--- config.mk ---
export PLATFORM = sky130hd
export DESIGN_NAME = shift_sequencer
export DESIGN_NICKNAME = d
export VERILOG_FILES = /design/src/rtl/shift_sequencer.sv
export SDC_FILE = /design/constraint.sdc
export NUM_CORES = 1
export LEC_CHECK = 0
export ABC_AREA = 0
export BUFFER_PORTS_ARGS = -buffer_cell sky130_fd_sc_hd__buf_2
export CAP_MARGIN = 40
export CELL_PAD_IN_SITES_DETAIL_PLACEMENT = 0
export CELL_PAD_IN_SITES_GLOBAL_PLACEMENT = 2
export CORE_ASPECT_RATIO = 1.75
export CORE_UTILIZATION = 31
export CTS_CLUSTER_DIAMETER = 40
export DETAILED_ROUTE_END_ITERATION = 10
export GPL_ROUTABILITY_DRIVEN = 1
export PLACE_DENSITY_LB_ADDON = 0.1
export SYNTH_ARGS = -nofsm -noshare
export SYNTH_HDL_FRONTEND = slang
export SYNTH_SLANG_ARGS = --single-unit
--- constraint.sdc ---
create_clock -name clk -period 1.5 [get_ports clk]
set_input_delay 0.3 -clock clk [delete_from_list [all_inputs] [get_ports clk]]
set_output_delay 0.3 -clock clk [all_outputs]
set_load 0.01 [all_outputs]
--- src/rtl/shift_sequencer.sv ---
// shift_sequencer: multi-cycle shift-by-N controller that drives a single-bit shifter once per clock.
module shifter16 (
  input  logic [15:0] in_data,
  input  logic [1:0]  shift,
  output logic [15:0] sout
);
  always_comb
    sout = shift == 2'b01 ? {in_data[14:0], 1'b0} :
           shift == 2'b10 ? {1'b0, in_data[15:1]} :
           shift == 2'b11 ? {in_data[15], in_data[15:1]} :
                            in_data;
endmodule

module shift_sequencer #(
  parameter int AMT_W = 4,
  parameter bit CLAMP = 1'b1
) (
  input  logic             clk,
  input  logic             rst_n,
  input  logic             start,
  input  logic [1:0]       op,
  input  logic [AMT_W-1:0] amount,
  input  logic [15:0]      data_in,
  output logic             busy,
  output logic             done,
  output logic [15:0]      result
);
  localparam int CW = AMT_W + 1;
  typedef enum logic [1:0] {IDLE, SHIFT, DONE} state_t;
  state_t        state_q, state_d;
  logic [15:0]   work_q, work_d, result_q, result_d, sout;
  logic [CW-1:0] cnt_q, cnt_d, amt_ext, eff;
  logic [1:0]    op_q, op_d;
  shifter16 u_shifter (.in_data(work_q), .shift(op_q), .sout(sout));
  always_comb begin
    amt_ext = CW'(amount);
    eff     = (CLAMP && amt_ext > CW'(16)) ? CW'(16) : amt_ext;
  end
  // result is loaded on the edge entering DONE so it is valid alongside the done pulse
  always_comb begin
    state_d  = state_q;
    work_d   = work_q;
    cnt_d    = cnt_q;
    op_d     = op_q;
    result_d = result_q;
    case (state_q)
      IDLE: if (start) begin
        work_d  = data_in;
        op_d    = op;
        cnt_d   = eff;
        state_d = (op == 2'b00 || eff == '0) ? DONE : SHIFT;
        result_d = (op == 2'b00 || eff == '0) ? data_in : result_q;
      end
      SHIFT: begin
        work_d   = sout;
        cnt_d    = cnt_q - CW'(1);
        state_d  = cnt_q == CW'(1) ? DONE : SHIFT;
        result_d = cnt_q == CW'(1) ? sout : result_q;
      end
      DONE:    state_d = IDLE;
      default: state_d = IDLE;
    endcase
  end
  always_ff @(posedge clk or negedge rst_n)
    if (!rst_n) begin
      state_q  <= IDLE;
      work_q   <= '0;
      cnt_q    <= '0;
      op_q     <= 2'b00;
      result_q <= '0;
    end else begin
      state_q  <= state_d;
      work_q   <= work_d;
      cnt_q    <= cnt_d;
      op_q     <= op_d;
      result_q <= result_d;
    end
  assign busy   = state_q != IDLE;
  assign done   = state_q == DONE;
  assign result = result_q;
endmodule

Yosys cells after proc, flatten, opt, wreduce, memory -nomap -nowiden --
Cells that the tools add are included.
Storage, ports and cells: input bits 25, output and inout port bits 18, flip-flop bits (word level) 41, word-level logic and storage cells 41
Cells by class: mux-type cells 16, equal/unequal tests 9, add/sub/neg operators 1, reduce and logical (&&, ||, !) cells 9, magnitude comparators 1
Operator list (number):
- 16-bit 2-to-1 mux | 6
- 16-bit one-hot mux with 2 select lines | 2
- 15-bit 2-to-1 mux | 1
- 5-bit 2-to-1 mux | 2
- 5-bit one-hot mux with 2 select lines | 1
- 2-bit equality test, second input constant | 3
- 2-bit 2-to-1 mux | 3
- 2-bit != test, second input constant | 3
- 5-bit by 1-bit equality test with 1-bit output, second input constant | 1
- 4-bit by 5-bit > comparator with 1-bit output, second input constant | 1
- 5-bit logical NOT | 1
- 5-bit by 1-bit subtractor with 5-bit output, second input constant | 1
- 2-bit by 1-bit equality test with 1-bit output, second input constant | 2
- 2-bit logical NOT | 2
- 2-bit one-hot mux with 2 select lines | 1
- 2-bit AND reduction | 2
- 4-bit AND reduction | 1
- 2-bit nonzero test | 2
- 1-bit logical OR | 1

Longest topological paths before layout --
depth after elaboration 7, depth in mapped cells 7

Hierarchy --
From an unflattened synthesis, not the netlist that was laid out.
Second synthesis, totals: cells, all modules 227, area, all modules 2214.6 sq um
By module, submodules not included:
- shift_sequencer | area an instance 1870.5 sq um, instances 1, seq. area each 1026.0 sq um, cells an instance 176
- shifter16 | area an instance 344.1 sq um, instances 1, seq. area each 0.0 sq um, cells an instance 51

Worst setup path after synthesis --
OpenSTA, ideal clock, no wires.
kind register to register, from register cnt_q[1], to register result_q[0], in the netlist result[0], arrival 1482 ps, setup time 125 ps, slack -107 ps, buffers on the path 0, cell stages (with the launch flop) 7, clock period less this slack 1607 ps, path through dfrtp_1 inv_1 ha_1 nor4b_2 o32ai_4 nor2_4 mux2_2
Between the ends: word-level cells in the longest chain between the ends 3
RTL lines:
- start, declared | RTL line 32 | logic [CW-1:0] cnt_q, cnt_d, amt_ext, eff;
- start signal, assigned | RTL line 74 | cnt_q <= cnt_d;
- 5-bit by 1-bit equality test with 1-bit output | RTL line 58 | result_d = cnt_q == CW'(1) ? sout : result_q;
- 2-bit != test (no line)
- 4-bit AND reduction (no line)
- end signal, assigned | RTL line 76 | result_q <= result_d;
- end, declared | RTL line 31 | logic [15:0] work_q, work_d, result_q, result_d, sout;
No other way between the ends. A chain may end at the register's enable or synchronous reset.

Final worst setup path --
from register cnt_q[1], to register result_q[2], in the netlist result[2]
The elaborated chain is that of the path after synthesis.

==> results.yml <==
cts:
  cts_tree: "done"
  cts-root-buf: "clkbuf_16"
  clk_latency_ps: 290
  cts.htree.levels: 2
  cts.path.max_buffers: 2
  cts_buffers: 5
  clkSinkCount: 41
  clk_pin_slew_worst_paths_ps: 60
logic_synthesis:
  synth_seq_cells: 41
  synthCells: 236
  synth_top_area_frac: 0.454
  yosysMostFrequentCell: "dfrtp_1"
  synth_edf_count: 0
  synth.distinct_cells: 34
  synthFlopType: "dfrtp_1"
  yosys_warnings: 0
  synth_common_cells: "41 x dfrtp_1, 39 x o21ai_0, 18 x nand2_1"
  synthTopCellsByArea: "dfrtp_1 45%, o21ai_0 8.6%, a2bb2oi_1 5.0%, mux2_2 4.5%, o31ai_1 4.0%"
  synth_nets: 263
  netlist_area_um2: 2260
  synth.largest_area_cell: "dfrtp_1"
  async_flop_share: 1.00
  yosysSeqAreaShare: 0.454
  syn_avg_cell_area_um2: 9.58
worst_setup_path:
  r2r_start: "cnt_q[1]"
  critPathMaxFanout: 6
  start_kind: "flop"
  crit_type: "flop to flop"
  crit_path_end_kind: "flop"
  required_ps: 1670
  crit_path_start: "cnt_q[1]"
  cp.arrival_ps: 1780
layout:
  diodes: 0
  nNetsFinal: 344
  finalNonFillerCells: 402
  final_layout_size_suffix_gt1_frac: 0.450
  areaGrowthSynthToFinish_pct: 45.4
global_route:
  overflow: 0
  grt_pass1_vias: 2035
  grt_usage: 0.182
  grt_first_pass_wirelength_um: 10300
  grt_start_max_net_pins: 56
  antenna_found_initial: 0
floorplan:
  core_um2: 6960
  die_x_um: 66.6
  die_h_um: 115
  initial_core_util: 0.325
  rows: 40
  io_pins: 43
  dieArea_um2: 7650
place:
  pre_cts_slack_ps: -192
  gp_congestion: 0.789
  place_inst: 385
  port_buffers: 42
  dp_hpwl_um: 4510
timing:
  hold_viol: 0
  setup_violations: 20
  drv_slew: 0
  finClkSkew_ps: 5.22
  slew_headroom: 0.793
  period_needed_ps: 1610
  max_freq_mhz: 622
  rsz0062_at_grt: "true"
  final.setup.worst_slack_ps: -109
  hold_ws_ps: 278
  worst_pin_slew_ps: 308
  fin_crit_sh: 1.07
pwr:
  comb_power_share: 0.584
  finalPower_mw: 8.29
  pwr-share-seq: 0.266
  leakagePower_nw: 1.44
  ir_drop_mv: 0.798
  netSwitchingFraction: 0.394
  p_int_mw: 5.03
  power-per-cell-area_nw_per_um2: 2520
  p_clk_frac: 0.151
  power.switching_mw: 3.26
routing:
  wl_per_cell_um: 16.1
  vias: 2048
  firstDrtPassIters: 4
  drt_iter0_markers: 44
  routed_wirelength_um: 6460
  vias_per_cell: 5.09
  drc_errors: 0
  antenna_left: 0
outcome:
  violations: "setup timing"
  status: "complete, but fails checks"
flow_run:
  drv_cap: 0
min_path:
  min-delay-start: "op[0]"
  hold_class: "primary input to flop"
-- cell families after synthesis --
kind of cell	after synthesis	share of synthesized area
compound gates	98	0.291
fa+ha+maj	2	0.0111
buf+inv	26	0.0587
flops	41	0.454
mux	11	0.0542
simple gates	58	0.132
-- stage by stage --
| step | area (um^2) | utilization | setup TNS (ps) |
|---|---|---|---|
| 2_1_floorplan | 2270 | - | -263 |
| 3_3_place_gp | 2860 | 0.412 | -3200 |
| 3_5_place_dp | 2860 | 0.412 | -3130 |
| 4_1_cts | 3160 | 0.454 | -1080 |
| 5_1_grt | 3290 | 0.473 | -3550 |
| 6_report | 3290 | 0.473 | -1160 |
-- sequential cells by signal (all words and copies together), names as in the netlist --
signal,count
work_q,16
state_q,2
result,16
cnt_q,5
op_q,2
-- metal layers --
metal  wire length (um)  global-route usage
met1               2630               0.214
met5                  0                   0
met4                142              0.0695
met2               3500               0.326
met3                183              0.0238
-- critical path: stages, from the launching register on --
cell and delay [ps]:
dfrtp_1 380, inv_2 80, ha_4 110, nor4b_4 220
o32ai_4 150, nor2_4 200, mux2_2 360
-- repair_timing --
item	in CTS	in global routing
hold endpoints to repair	40	0
pin swaps	0	1
resized for setup	21	22
hold buffers	1	0
setup buffers	4	4
endpoints found under the setup margin	30	38
-- power groups by stage --
stage	Clock, mW	Sequential [mW]	Combinational [mW]
after global routing	1.32	2.30	5.34
after detailed placement	0	2.16	4.20
final	1.25	2.20	4.84
after global placement	0	2.16	4.18
after floorplan	0	2.11	2.54
after CTS	1.29	2.17	4.53
-- worst paths after layout --
path,to,slack (ps),cells after the start
max,result[2],-110,6
min,op_q[0],280,2
max reg2reg,result[2],-110,6
min reg2reg,result[1],500,1
max in group asynchronous,op_q[1],740,3
min in group asynchronous,result[7],530,3
-- placed cells by master (no fill, tap or decap), drive strengths merged, types with 2 or more instances in the layout --
cell type	synthesis	layout
a211oi	11	11
a21oi	11	11
a221oi	4	4
a2bb2oi	13	13
buf	19	94
clkbuf	2	5
clkinvlp	0	2
dfrtp	41	41
ha	2	2
inv	5	4
mux2	10	10
nand2	18	18
nand2b	2	2
nor2	15	15
nor2b	13	13
nor3	5	5
o21ai	39	39
o221ai	3	3
o31ai	12	12
-- final cells by class --
type	count	area, um^2
inverter	5	22.5
tap	84	105
clock buffer	5	125
multi-input combinational	169	1240
timing repair buffer	95	718
clock inverter	3	46.3
fill	691	3670
sequential	41	1030
No activity file was read; power rests on OpenSTA's default activity.
